--- src/rtl/regs_cmd_buffer.sv ---
// rtl/regs_cmd_buffer.sv - RD/WR command FIFO replaying single-cycle commands to ctrl_regs; optional err_o via REGS_CMD_BUF_ERR_EN
module regs_cmd_buffer #(
  parameter int DEPTH  = 4,
  parameter int ADDR_W = 8,
  parameter int DATA_W = 32,
  parameter int RD_LAT = 1
) (
  input  logic                       clk_i,
  input  logic                       rstn_i,
  input  logic [1:0]                 in_cmd_i,
  input  logic [ADDR_W-1:0]          in_addr_i,
  input  logic [DATA_W-1:0]          in_data_i,
  output logic                       in_ready_o,
  input  logic                       hold_i,
  output logic [1:0]                 cmd_o,
  output logic [ADDR_W-1:0]          cmd_addr_o,
  output logic [DATA_W-1:0]          cmd_data_o,
  input  logic [DATA_W-1:0]          rd_data_i,
  output logic                       rsp_valid_o,
  output logic [ADDR_W-1:0]          rsp_addr_o,
  output logic [DATA_W-1:0]          rsp_data_o,
  output logic [$clog2(DEPTH+1)-1:0] level_o
`ifdef REGS_CMD_BUF_ERR_EN
  ,
  output logic [1:0]                 err_o
`endif
);

  localparam int PTR_W = $clog2(DEPTH);
  localparam int LVL_W = $clog2(DEPTH + 1);
  localparam int ENT_W = 2 + ADDR_W + DATA_W;
  localparam int CNT_W = (RD_LAT > 1) ? $clog2(RD_LAT) : 1;

  localparam logic [1:0] CMD_IDLE = 2'b00;
  localparam logic [1:0] CMD_RD   = 2'b01;
  localparam logic [1:0] CMD_WR   = 2'b10;

  typedef enum logic [1:0] {S_IDLE, S_ISSUE, S_RDWAIT} state_e;

  logic [ENT_W-1:0]  mem_q [DEPTH];
  logic [PTR_W-1:0]  wr_ptr_q, rd_ptr_q;
  logic [LVL_W-1:0]  count_q, count_d;

  state_e            state_q, state_d;
  logic [1:0]        cmd_q, cmd_d;
  logic [ADDR_W-1:0] addr_q, addr_d;
  logic [DATA_W-1:0] data_q, data_d;
  logic [CNT_W-1:0]  wait_q, wait_d;
  logic              rsp_valid_q, rsp_valid_d;
  logic [ADDR_W-1:0] rsp_addr_q, rsp_addr_d;
  logic [DATA_W-1:0] rsp_data_q, rsp_data_d;

  logic              is_rdwr, push, launch;
  logic [ENT_W-1:0]  entry_in, head;

  // Only RD/WR are queued; write data is zeroed for RD so it never reaches cmd_data_o
  assign is_rdwr    = (in_cmd_i == CMD_RD) || (in_cmd_i == CMD_WR);
  assign in_ready_o = (count_q != LVL_W'(DEPTH));
  assign push       = is_rdwr && in_ready_o;
  assign entry_in   = {in_cmd_i, in_addr_i, (in_cmd_i == CMD_WR) ? in_data_i : {DATA_W{1'b0}}};
  assign head       = mem_q[rd_ptr_q];
  assign launch     = (count_q != '0) && !hold_i &&
                      ((state_q == S_IDLE) || ((state_q == S_ISSUE) && (cmd_q == CMD_WR)));

  // FIFO storage; contents are don't-care while empty so no reset is needed
  always_ff @(posedge clk_i) begin
    if (push) mem_q[wr_ptr_q] <= entry_in;
  end

  // Occupancy; a same-cycle pop never frees a slot for the push judged on the old count
  always_comb begin
    count_d = count_q;
    case ({push, launch})
      2'b10:   count_d = count_q + LVL_W'(1);
      2'b01:   count_d = count_q - LVL_W'(1);
      default: count_d = count_q;
    endcase
  end

  // FIFO pointers and count
  always_ff @(posedge clk_i or negedge rstn_i) begin
    if (!rstn_i) begin
      wr_ptr_q <= '0;
      rd_ptr_q <= '0;
      count_q  <= '0;
    end else begin
      if (push)   wr_ptr_q <= wr_ptr_q + PTR_W'(1);
      if (launch) rd_ptr_q <= rd_ptr_q + PTR_W'(1);
      count_q <= count_d;
    end
  end

  // Issue FSM: outputs default to IDLE/0 so every command is a one-cycle pulse
  always_comb begin
    state_d     = state_q;
    cmd_d       = CMD_IDLE;
    addr_d      = '0;
    data_d      = '0;
    wait_d      = wait_q;
    rsp_valid_d = 1'b0;
    rsp_addr_d  = rsp_addr_q;
    rsp_data_d  = rsp_data_q;
    case (state_q)
      S_IDLE: begin
        if (launch) begin
          cmd_d   = head[ENT_W-1 -: 2];
          addr_d  = head[DATA_W +: ADDR_W];
          data_d  = head[DATA_W-1:0];
          state_d = S_ISSUE;
        end
      end
      S_ISSUE: begin
        if (cmd_q == CMD_WR) begin
          if (launch) begin
            cmd_d  = head[ENT_W-1 -: 2];
            addr_d = head[DATA_W +: ADDR_W];
            data_d = head[DATA_W-1:0];
          end else begin
            state_d = S_IDLE;
          end
        end else begin
          rsp_addr_d = addr_q;
          wait_d     = CNT_W'(RD_LAT - 1);
          state_d    = S_RDWAIT;
        end
      end
      S_RDWAIT: begin
        if (wait_q == '0) begin
          rsp_data_d  = rd_data_i;
          rsp_valid_d = 1'b1;
          state_d     = S_IDLE;
        end else begin
          wait_d = wait_q - CNT_W'(1);
        end
      end
      default: state_d = S_IDLE;
    endcase
  end

  // FSM and output registers
  always_ff @(posedge clk_i or negedge rstn_i) begin
    if (!rstn_i) begin
      state_q     <= S_IDLE;
      cmd_q       <= CMD_IDLE;
      addr_q      <= '0;
      data_q      <= '0;
      wait_q      <= '0;
      rsp_valid_q <= 1'b0;
      rsp_addr_q  <= '0;
      rsp_data_q  <= '0;
    end else begin
      state_q     <= state_d;
      cmd_q       <= cmd_d;
      addr_q      <= addr_d;
      data_q      <= data_d;
      wait_q      <= wait_d;
      rsp_valid_q <= rsp_valid_d;
      rsp_addr_q  <= rsp_addr_d;
      rsp_data_q  <= rsp_data_d;
    end
  end

  assign cmd_o       = cmd_q;
  assign cmd_addr_o  = addr_q;
  assign cmd_data_o  = data_q;
  assign rsp_valid_o = rsp_valid_q;
  assign rsp_addr_o  = rsp_addr_q;
  assign rsp_data_o  = rsp_data_q;
  assign level_o     = count_q;

`ifdef REGS_CMD_BUF_ERR_EN
  logic [1:0] err_q;

  // Sticky flags: bit0 reserved encoding seen, bit1 command dropped while full
  always_ff @(posedge clk_i or negedge rstn_i) begin
    if (!rstn_i) begin
      err_q <= '0;
    end else begin
      if (in_cmd_i == 2'b11)        err_q[0] <= 1'b1;
      if (is_rdwr && !in_ready_o)   err_q[1] <= 1'b1;
    end
  end

  assign err_o = err_q;
`endif

endmodule

--- config.mk ---
export PLATFORM = sky130hd
export DESIGN_NAME = regs_cmd_buffer
export DESIGN_NICKNAME = d
export VERILOG_FILES = /design/src/rtl/regs_cmd_buffer.sv
export SDC_FILE = /design/constraint.sdc
export NUM_CORES = 1
export LEC_CHECK = 0
export CAP_MARGIN = 40
export CORE_MARGIN = 8
export CORE_UTILIZATION = 24
export CTS_CLUSTER_DIAMETER = 40
export DETAILED_ROUTE_END_ITERATION = 10
export PLACE_DENSITY_LB_ADDON = 0.25
export SETUP_SLACK_MARGIN = 0.15
export SLEW_MARGIN = 5
export SYNTH_ARGS = -nofsm -noshare
export SYNTH_HDL_FRONTEND = slang
export SYNTH_SLANG_ARGS = --single-unit
--- constraint.sdc ---
create_clock -name clk_i -period 3.75 [get_ports clk_i]
set_clock_uncertainty 0.15 [all_clocks]
set_input_delay 0.9375 -clock clk_i [delete_from_list [all_inputs] [get_ports clk_i]]
set_output_delay 0.9375 -clock clk_i [all_outputs]
set_load 0.1 [all_outputs]
==> out/metrics.csv, run 1 <==
stage,metric,value,unit
finish,drive_gt1_share,38.90,%
synthesis,yosys.cell_count.top_type,sky130_fd_sc_hd__edfxtp_1,
synthesis,synth_edf_count,168,
global_routing,grt.total_usage,9.654,%
worst_setup_path,cp_cell_sequence,clkdlybuf4s50_1 > inv_1 > ha_2 > a21oi_1 > buf_4 > inv_1 > ha_1 > inv_1 > fa_1 > xor2_1 > nor2_1 > xor2_1,
cts,post_cts_resize_count,0,
drt,vias_per_cell,3.937,
synthesis,yosysUniqueCellTypes,28,
global_routing,grt-ovfl-total,0,
finish,layout.area.seq,7352,um^2
cts,clockRootBuffer,sky130_fd_sc_hd__clkbuf_16,
worst_setup_path,slowest_cell_on_crit_path,sky130_fd_sc_hd__clkdlybuf4s50_1,
timing,timing.max_slew.rel_slack,51.16,%
timing,setup_tns,0,ns
finish,number_of_inserted_diodes,0,
cts,post-cts-setup-buffer-count,0,
finish,finalNetCount,763,
floorplan,die_x,216.8,um
floorplan,design.die.area,47020,um^2
cts,number_of_clock_buffers_inserted_by_tritoncts,42,
synthesis,synth_largest_area_cell,sky130_fd_sc_hd__edfxtp_1,
cts,cts.htree.levels,2,
floorplan,placementRows,73,
drt,first_pass_iters,4,
finish,design_area,13330,um^2
place,place_congestion,0.6548,
floorplan,dieHeight,216.8,um
drt,drt_iter0_markers,241,
place,dpl_ws,0.3909,ns
floorplan,io-pin-count,164,
worst_setup_path,critical_path_peak_fanout,7,
synthesis,syn-cell-area,9681,um^2
worst_setup_path,critical_path.endpoint_type,flop,
floorplan,floorplan.initialDensity,24.36,%
cts,cts_sinks,260,
place,post_dp_cell_area,11840,um^2
synthesis,synth_fp_nets,562,
worst_setup_path,worstPathArrival,3.13,ns
worst_setup_path,timing.critical_path.mode_cell,sky130_fd_sc_hd__inv_1,
finish,num-fill-cells,3837,
flow_run,cap_viol_max_count,0,
cts,max-clock-path-buffers,3,
timing,timing_hold_violations_final,0,
timing,final.period_utilization,75.62,%
drt,detail_route.wl_per_cell,18.57,um
cts,worstSkewPairLatency,0.52,ns
timing,grt_setup_unrepaired,false,
drt,drt.antenna.violating_nets,0,
status,status,"complete, no violations",
synthesis,synth_commonest_cells,"sky130_fd_sc_hd__edfxtp_1, sky130_fd_sc_hd__dfrtp_1, sky130_fd_sc_hd__mux4_2",
synthesis,synthesis.yosys.warnings,0,
worst_setup_path,critical_path_buf_inv_count,5,
drt,drt_drc_violations_left,0,
timing,slew_viol_final,0,
timing,final.min_clock_period,2.836,ns
timing,timing.fmax,0.3527,GHz
timing,actual_slew_at_the_worst_max_slew_pin,0.7327,ns
worst_setup_path,critical_path.max_stage_delay,0.54,ns
cts,cts_tree,done,
global_routing,grt_first_pass_wirelength,34900,um
finish,flow.area_growth_from_synthesis,37.69,%
cts,cts.hold.buffers_added,0,
global_routing,number_of_global_route_vias_before_repair,5483,
synthesis,synth_area_leaders,"sky130_fd_sc_hd__edfxtp_1, sky130_fd_sc_hd__dfrtp_1, sky130_fd_sc_hd__mux4_2, sky130_fd_sc_hd__mux2_2, sky130_fd_sc_hd__and2_1",
global_routing,grt_max_degree,62,
timing,setup_slack,0.9144,ns
synthesis,seq_area_frac_synth,75.90,%
synthesis,ys.flop_type,sky130_fd_sc_hd__edfxtp_1,
timing,report.final.setup_viol,0,
synthesis,syn-mean-instance-area,20.25,um^2
drt,route.final.wire_length,22980,um
global_routing,antenna_violations_before_repair,2,
synthesis,postSynthRegisterBits,260,
worst_setup_path,critPathKind,in2reg,
worst_setup_path,critPathTopFamily,buffers and inverters,
cts,clkTransAtPathRegs,0.05,ns
place,dp_hpwl,14840,um
place,port-buffer-count,163,
drt,vias,4870,
worst_setup_path,crit_required,4.05,ns
synthesis,postSynthCellCount,478,
synthesis,synth_largest_type_area_fraction,52.11,%
synthesis,synth_async_sr_flop_share,35.38,%
worst_hold_path,worstHoldPathType,in2async,
floorplan,coreArea,39730,um^2
finish,multiInputGateArea,2167,um^2
worst_setup_path,timing.critical_path.from_type,input port,
layout make-up:
type                       instances  area share, %
clock buffer                      47          8.411
multi-input combinational        187          16.26
clock inverter                    30          2.750
sequential                       260          55.16
timing repair buffer             179          12.24
inverter                           9         0.2535
tap                              525          4.928
final timing paths:
check,end,start,depth (start not counted),slack (ns)
worst max-delay path,level_o[2]$_DFFE_PN0P_,in_cmd_i[0],12,0.91
worst min-delay path,cmd_data_o[7]$_DFF_PN0_,rstn_i,1,0.26
worst max register to register,level_o[2]$_DFFE_PN0P_,cmd_o[0]$_DFF_PN0_,9,1.41
worst min register to register,rsp_data_o[30]$_DFFE_PN0P_,rsp_data_o[30]$_DFFE_PN0P_,1,0.36
max in group asynchronous,rd_ptr_q[1]$_DFFE_PN0N_,rstn_i,2,2.46
min in group clk_i,rsp_data_o[30]$_DFFE_PN0P_,rsp_data_o[30]$_DFFE_PN0P_,1,0.36
flip-flops by register name (all words and copies together) (netlist names), 3 cells and up:
| name | cells |
|---|---|
| mem_q | 168 |
| rsp_addr_o | 8 |
| level_o | 3 |
| cmd_addr_o | 8 |
| rsp_data_o | 32 |
| cmd_data_o | 32 |
metrics by stage:
stage	cells	hold WS, ns	util, %
after floorplan	478	0.3840	-
after global placement	1158	0.3402	29.70
after detailed placement	1160	0.3479	29.80
after CTS	1237	0.2585	33.55
after global routing	1237	0.2767	33.55
final	1237	0.2571	33.55
per-layer routing:
metal | vias up | track usage [%] | routed length, um
met2 | 172 | 14.87 | 10230
li1 | 2217 | - | -
met5 | - | 0 | 30
met4 | 4 | 3.088 | 541
met1 | 2421 | 12.61 | 10370
met3 | 56 | 3.412 | 1797
logic make-up after synthesis:
logic type / share of synthesized area, %
multiplexers: 14.54
adder cells (fa/ha/maj): 0.9823
buffers and inverters: 1.822
AO/OA/AOI/OAI: 0.4006
XOR/XNOR: 0.6205
AND/OR/NAND/NOR: 5.739
flip-flops: 75.90
cells in the final DEF (no fill, tap or decap), drive strengths merged, types with 5 or more instances in the layout:
| cell | synthesis | layout |
|---|---|---|
| edfxtp | 168 | 168 |
| buf | 16 | 104 |
| dfrtp | 92 | 92 |
| clkdlybuf4s50 | 0 | 75 |
| clkbuf | 6 | 47 |
| nor2b | 43 | 43 |
| mux4 | 42 | 42 |
| mux2 | 41 | 41 |
| and2 | 36 | 36 |
| inv | 9 | 16 |
| clkinv | 0 | 11 |
| bufinv | 0 | 7 |
| ha | 6 | 6 |
| clkinvlp | 0 | 5 |
Power of run 1 is left out: the tool's default activity adds up to more than one toggle a clock period on the data nets, which glitch-free logic cannot reach.
==> inputs of run 2 (changes only) <==
==> constraint.sdc (replaced) <==
create_clock -name clk_i -period 2.7 [get_ports clk_i]
set_clock_uncertainty 0.15 [all_clocks]
set_input_delay 0.675 -clock clk_i [delete_from_list [all_inputs] [get_ports clk_i]]
set_output_delay 0.675 -clock clk_i [all_outputs]
set_load 0.1 [all_outputs]
==> run 2 against run 1 <==
Net effect: register-to-register slack got worse by 1.0 ns; utilization up 0.41 points; worst setup slack got worse by 0.55 ns; die area unchanged; sequential share of layout area fell by 0.55 points; via count up 1.3%; critical path depth shrank 3.
==> out/metrics.csv, run 2 (synthesis gave the netlist of run 1 again) <==
stage,metric,value,unit,change
status,status,"complete, no violations",,
timing,report.final.setup_viol,0,,unchanged
floorplan,io-pin-count,164,,unchanged
finish,drive_gt1_share,41.05,%,+2.1 points
drt,route.final.wire_length,23170,um,+0.86%
global_routing,grt.total_usage,9.762,%,+0.11 points
worst_setup_path,critical_path_peak_fanout,3,,-4
worst_setup_path,r2r.worst_path.cells,9,,unchanged
cts,post_cts_resize_count,0,,unchanged
worst_setup_path,worstPathArrival,2.63,ns,-0.50 ns
place,port-buffer-count,163,,unchanged
drt,drt_iter0_markers,308,,+28%
finish,largest_register_ffs,168,,unchanged
place,dp_hpwl,15590,um,+5.1%
global_routing,antenna_violations_before_repair,2,,unchanged
floorplan,floorplan.initialDensity,24.36,%,unchanged
floorplan,design.die.area,47020,um^2,unchanged
worst_hold_path,worst_hold_path.num_cells,1,,
worst_hold_path,worstHoldPathType,reg2reg,,
finish,regMostFlops,mem_q,,
drt,drt_drc_violations_left,0,,unchanged
finish,flow.area_growth_from_synthesis,39.38,%,
global_routing,grt_first_pass_wirelength,35480,um,+1.7%
timing,slew_viol_final,0,,unchanged
worst_setup_path,timing.reg2reg.setup_slack,0.37,ns,-1.04 ns
timing,final.period_utilization,86.48,%,
timing,setup_slack,0.3651,ns,-0.5493 ns
cts,clkTransAtPathRegs,0.05,ns,about the same
timing,setup_tns,0,ns,unchanged
drt,vias,4934,,+1.3%
finish,num-fill-cells,3778,,-1.5%
cts,cts_tree,done,,
drt,first_pass_iters,6,,+2
floorplan,coreArea,39730,um^2,unchanged
timing,timing.max_slew.rel_slack,45.93,%,-5.2 points
worst_setup_path,critical_path.endpoint_type,flop,,
drt,detail_route.wl_per_cell,18.52,um,-0.27%
floorplan,die_x,216.8,um,unchanged
flow_run,cap_viol_max_count,0,,unchanged
timing,grt_setup_unrepaired,false,,
drt,drt.antenna.violating_nets,0,,unchanged
finish,final_common_cell,sky130_fd_sc_hd__edfxtp_1,,
timing,final.min_clock_period,2.335,ns,
place,dpl_ws,-0.1454,ns,-0.5363 ns
timing,timing_hold_violations_final,0,,unchanged
finish,most-common-layout-cells,"sky130_fd_sc_hd__edfxtp_1, sky130_fd_sc_hd__buf_4, sky130_fd_sc_hd__dfrtp_1",,
cts,worstSkewPairLatency,0.53,ns,about the same
place,post_dp_cell_area,11960,um^2,+0.96%
global_routing,grt-ovfl-total,0,,unchanged
cts,cts.htree.levels,2,,unchanged
place,place_congestion,0.6735,,+2.9%
timing,timing.fmax,0.4283,GHz,
worst_setup_path,timing.critical_path.from_type,flop,,
floorplan,dieHeight,216.8,um,unchanged
drt,vias_per_cell,3.944,,+0.18%
finish,finalNetCount,774,,+1.4%
worst_setup_path,critPathKind,reg2reg,,
floorplan,placementRows,73,,unchanged
global_routing,number_of_global_route_vias_before_repair,5636,,+2.8%
cts,number_of_clock_buffers_inserted_by_tritoncts,44,,+4.8%
cts,clockRootBuffer,sky130_fd_sc_hd__clkbuf_16,,
worst_setup_path,crit_required,2.99,ns,-1.06 ns
cts,max-clock-path-buffers,3,,unchanged
timing,actual_slew_at_the_worst_max_slew_pin,0.8111,ns,+0.07845 ns
finish,design_area,13490,um^2,+1.2%
finish,number_of_inserted_diodes,0,,unchanged
global_routing,grt_max_degree,45,,-27%
timing,worst_hold_slack,0.3546,ns,+0.09750 ns
cts,cts_sinks,260,,unchanged
==> run 2: cell count changes in the layout (fill, tap and decap cells not counted), sizes merged <==
cell and delta:
buf +8, bufinv -4, clkbuf +2, clkinv -4
clkinvlp +3, dlygate4sd3 +1, inv +8
==> run 2: cell type report <==
cell class                 instances  area, um^2  share of cell area [%]
inverter                           9       33.78                  0.2504
timing repair buffer             188        1727                   12.80
tap                              525       656.9                   4.868
sequential                       260        7368                   54.61
multi-input combinational        187        2180                   16.15
clock buffer                      49        1171                   8.680
clock inverter                    33       356.6                   2.643
==> run 2: worst paths after layout <==
kind | startpoint | to
max reg2reg | cmd_o[0]$_DFF_PN0_ | level_o[2]$_DFFE_PN0P_
min | rsp_addr_o[2]$_DFFE_PN0P_ | rsp_addr_o[2]$_DFFE_PN0P_
max | cmd_o[0]$_DFF_PN0_ | level_o[2]$_DFFE_PN0P_
min reg2reg | rsp_addr_o[2]$_DFFE_PN0P_ | rsp_addr_o[2]$_DFFE_PN0P_
max in group asynchronous | rstn_i | cmd_data_o[28]$_DFF_PN0_
min in group asynchronous | rstn_i | rsp_data_o[8]$_DFFE_PN0P_
==> run 2: repair_timing <==
action                    CTS  global route
hold buffers                1             0
hold endpoints to repair   25             0
buffers inserted            0             0
==> run 2: layer usage <==
| layer | up-vias | part of all wire, % | track usage [%] |
|---|---|---|---|
| li1 | 2234 | - | - |
| met1 | 2460 | 44 | 12.56 |
| met2 | 177 | 45 | 15.04 |
| met3 | 59 | 8.1 | 3.578 |
| met4 | 4 | 2.5 | 3.381 |
| met5 | - | 0.069 | 0 |
==> run 2: worst max-delay path: stages, from the launching register on <==
cell	delay (ns)
sky130_fd_sc_hd__dfrtp_4	0.46
sky130_fd_sc_hd__nand2b_4	0.15
sky130_fd_sc_hd__a2111o_4	0.45
sky130_fd_sc_hd__inv_1	0.07
sky130_fd_sc_hd__ha_1	0.15
sky130_fd_sc_hd__inv_1	0.05
sky130_fd_sc_hd__fa_1	0.37
sky130_fd_sc_hd__xor2_1	0.15
sky130_fd_sc_hd__nor2_1	0.11
sky130_fd_sc_hd__xor2_1	0.14
==> run 2: metrics by stage <==
| step | std cells | utilization [%] |
|---|---|---|
| 3_3_place_gp | 1168 | 30.09 |
| 5_1_grt | 1251 | 33.96 |
| 6_report | 1251 | 33.96 |
| 3_5_place_dp | 1168 | 30.09 |
| 2_1_floorplan | 478 | - |
| 4_1_cts | 1251 | 33.96 |
Power of run 2 is left out for the same reason.
==> inputs of run 3 (changes only) <==
--- a/config.mk
+++ b/config.mk
@@ -16,3 +16,4 @@
 export SYNTH_ARGS = -nofsm -noshare
 export SYNTH_HDL_FRONTEND = slang
 export SYNTH_SLANG_ARGS = --single-unit
+export TNS_END_PERCENT = 50
==> constraint.sdc (replaced) <==
create_clock -name clk_i -period 2.9 [get_ports clk_i]
set_clock_uncertainty 0.15 [all_clocks]
set_input_delay 0.725 -clock clk_i [delete_from_list [all_inputs] [get_ports clk_i]]
set_output_delay 0.725 -clock clk_i [all_outputs]
set_load 0.1 [all_outputs]
==> run 3 against run 2 <==
Net effect: clock-buffer cell count fell by 3; wire length fell by 1.5%; via count rose by 0.28%; cell count fell by 0.48%; utilization fell by 0.46 points; sequential share of layout area rose by 0.67 points; fmax fell by 1.3%; first-iteration DRC count fell by 23%; register-to-register slack improved by 0.17 ns; largest cell class unchanged; highest routed layer unchanged.
==> out/metrics.csv, run 3 (synthesis gave the netlist of run 1 again) <==
stage,metric,value,unit,change
status,status,"complete, no violations",,
global_routing,antenna_violations_before_repair,2,,unchanged
cts,cts_tree,done,,
cts,cts_sinks,260,,unchanged
drt,drt.antenna.violating_nets,0,,unchanged
drt,first_pass_iters,4,,-2
finish,most-common-layout-cells,"sky130_fd_sc_hd__edfxtp_1, sky130_fd_sc_hd__buf_4, sky130_fd_sc_hd__dfrtp_1",,
floorplan,design.die.area,47020,um^2,unchanged
cts,worstSkewPairLatency,0.52,ns,about the same
drt,detail_route.wl_per_cell,18.34,um,-1.0%
timing,timing.max_slew.rel_slack,56.17,%,+10 points
cts,number_of_clock_buffers_inserted_by_tritoncts,39,,-11%
timing,timing_hold_violations_final,0,,unchanged
finish,finalCoreUtilization,33.50,%,-0.46 points
timing,slew_viol_final,0,,unchanged
floorplan,coreArea,39730,um^2,unchanged
worst_setup_path,critPathKind,reg2reg,,
timing,final.min_clock_period,2.366,ns,+0.03118 ns
flow_run,cap_viol_max_count,0,,unchanged
floorplan,io-pin-count,164,,unchanged
drt,drt_drc_violations_left,0,,unchanged
finish,largest_register_ffs,168,,unchanged
place,place_congestion,0.6762,,+0.40%
place,placedCellCount,1173,,+0.43%
floorplan,floorplan.initialDensity,24.36,%,unchanged
finish,finalNetCount,773,,-0.13%
worst_setup_path,reg2reg_to,level_o[2]$_DFFE_PN0P_,,
worst_setup_path,critical_path.endpoint_type,flop,,
finish,flow.area_growth_from_synthesis,37.50,%,
timing,actual_slew_at_the_worst_max_slew_pin,0.6575,ns,-0.1536 ns
timing,setup_tns,0,ns,unchanged
worst_setup_path,worstPathArrival,2.66,ns,+0.03 ns
global_routing,gr-max-usage-layer,met2,,
cts,post-cts-setup-buffer-count,0,,unchanged
global_routing,grt_util_met3,3.218,%,-0.36 points
worst_setup_path,timing.critical_path.from_type,flop,,
cts,clockRootBuffer,sky130_fd_sc_hd__clkbuf_16,,
worst_setup_path,r2r_path_start,cmd_o[0]$_DFF_PN0_,,
drt,vias_per_cell,3.974,,+0.77%
floorplan,placementRows,73,,unchanged
drt,route.final.wire_length,22830,um,-1.5%
timing,report.final.setup_viol,0,,unchanged
global_routing,grt-ovfl-total,0,,unchanged
global_routing,grt.met2_usage,15.01,%,-0.031 points
worst_setup_path,crit_required,3.19,ns,+0.20 ns
timing,grt_setup_unrepaired,false,,
global_routing,grt.total_usage,9.595,%,-0.17 points
drt,vias,4948,,+0.28%
cts,cts.hold.buffers_added,0,,-1
cts,post_cts_resize_count,0,,unchanged
floorplan,die_x,216.8,um,unchanged
worst_setup_path,timing.reg2reg.setup_slack,0.53,ns,+0.17 ns
finish,regMostFlops,mem_q,,
cts,max-clock-path-buffers,3,,unchanged
place,dp_hpwl,15620,um,+0.15%
global_routing,grt_first_pass_wirelength,34860,um,-1.8%
worst_setup_path,cp_cell_sequence,nand2b_1 > a2111o_4 > inv_1 > ha_1 > inv_1 > fa_1 > xor2_1 > nor2_1 > xor2_1,,
global_routing,grt_max_degree,45,,unchanged
global_routing,number_of_global_route_vias_before_repair,5585,,-0.90%
place,port-buffer-count,163,,unchanged
global_routing,globalRouteMet1Util,12.47,%,-0.090 points
finish,final_common_cell,sky130_fd_sc_hd__edfxtp_1,,
finish,drive_gt1_share,40.14,%,-0.91 points
drt,drt_iter0_markers,236,,-23%
worst_setup_path,r2r.worst_path.cells,9,,unchanged
worst_hold_path,worstHoldPathType,in2async,,
worst_setup_path,slowest_cell_on_crit_path,sky130_fd_sc_hd__a2111o_4,,
worst_setup_path,critical_path_peak_fanout,3,,unchanged
floorplan,dieHeight,216.8,um,unchanged
cts,clkTransAtPathRegs,0.06,ns,about the same
finish,post_layout_nonfiller_instances,1245,,-0.48%
timing,final.period_utilization,81.59,%,-4.9 points
finish,number_of_inserted_diodes,0,,unchanged
worst_setup_path,critical_path.max_stage_delay,0.51,ns,+0.05 ns
cts,cts.htree.levels,2,,unchanged
timing,timing.fmax,0.4226,GHz,-1.3%
==> run 3: cell types whose count changed in the layout (fill, tap and decap cells not counted) <==
| cell | change |
|---|---|
| sky130_fd_sc_hd__buf_4 | +5 |
| sky130_fd_sc_hd__clkbuf_16 | -5 |
| sky130_fd_sc_hd__dfrtp_2 | +4 |
| sky130_fd_sc_hd__dfrtp_4 | -4 |
| sky130_fd_sc_hd__inv_6 | -4 |
| sky130_fd_sc_hd__clkinv_4 | -3 |
| sky130_fd_sc_hd__clkbuf_1 | +2 |
| sky130_fd_sc_hd__inv_8 | -2 |
| sky130_fd_sc_hd__clkinv_1 | +1 |
| sky130_fd_sc_hd__clkinv_2 | +1 |
| sky130_fd_sc_hd__dlygate4sd3_1 | -1 |
| sky130_fd_sc_hd__nand2b_1 | +1 |
| sky130_fd_sc_hd__nand2b_4 | -1 |
==> run 3: worst max-delay path by stage <==
stage                        from                      to  slack [ns]  cells after the start
3_3_place_gp          in_cmd_i[0]  level_o[2]$_DFFE_PN0P_        0.01                     11
2_1_floorplan         in_cmd_i[0]   mem_q[0][0]$_DFFE_PP_       -0.08                      4
4_1_cts        cmd_o[0]$_DFF_PN0_  level_o[2]$_DFFE_PN0P_        0.52                      9
6_report       cmd_o[0]$_DFF_PN0_  level_o[2]$_DFFE_PN0P_        0.53                      9
5_1_grt        cmd_o[0]$_DFF_PN0_  level_o[2]$_DFFE_PN0P_        0.38                      9
3_5_place_dp          in_cmd_i[0]  level_o[2]$_DFFE_PN0P_      -0.002                     11
==> run 3: layout make-up <==
cell class	instances	area, um^2
clock buffers	46	1054
repair buffers	192	1754
flip-flops and latches	260	7358
clock inverters	26	281.5
multi-input cells	187	2172
well taps	525	656.9
inverters	9	33.78
fillers	3815	26420
==> run 3: worst max-delay path: cells and delay by family (launching register included) <==
family | cells | cell delay (ns)
DFF | 1 | 0.39
AOI/OAI and AO/OA | 1 | 0.51
adders and majority gates | 2 | 0.53
buffers and inverters | 2 | 0.12
and+or+nand+nor | 2 | 0.30
xor gates and xnor gates | 2 | 0.30
==> run 3: metrics by stage <==
stage / instance area [um^2] / hold slack [ns] / setup slack, ns
floorplan: 9689 / 0.2794 / -0.07961
global placement: 11980 / 0.3400 / 0.01087
detailed placement: 11980 / 0.3420 / -0.001616
CTS: 13310 / 0.02482 / 0.5220
global route: 13310 / 0.05052 / 0.3784
finish: 13310 / 0.03774 / 0.5339
==> run 3: metal layers <==
metal  wire length, um  up-vias  part of all wire, %
li1                  -     2223                    -
met1             10300     2513                   45
met2             10460      166                   46
met3              1614       42                  7.1
met4               436        4                  1.9
met5                23        -                 0.10
Power of run 3 is left out for the same reason.
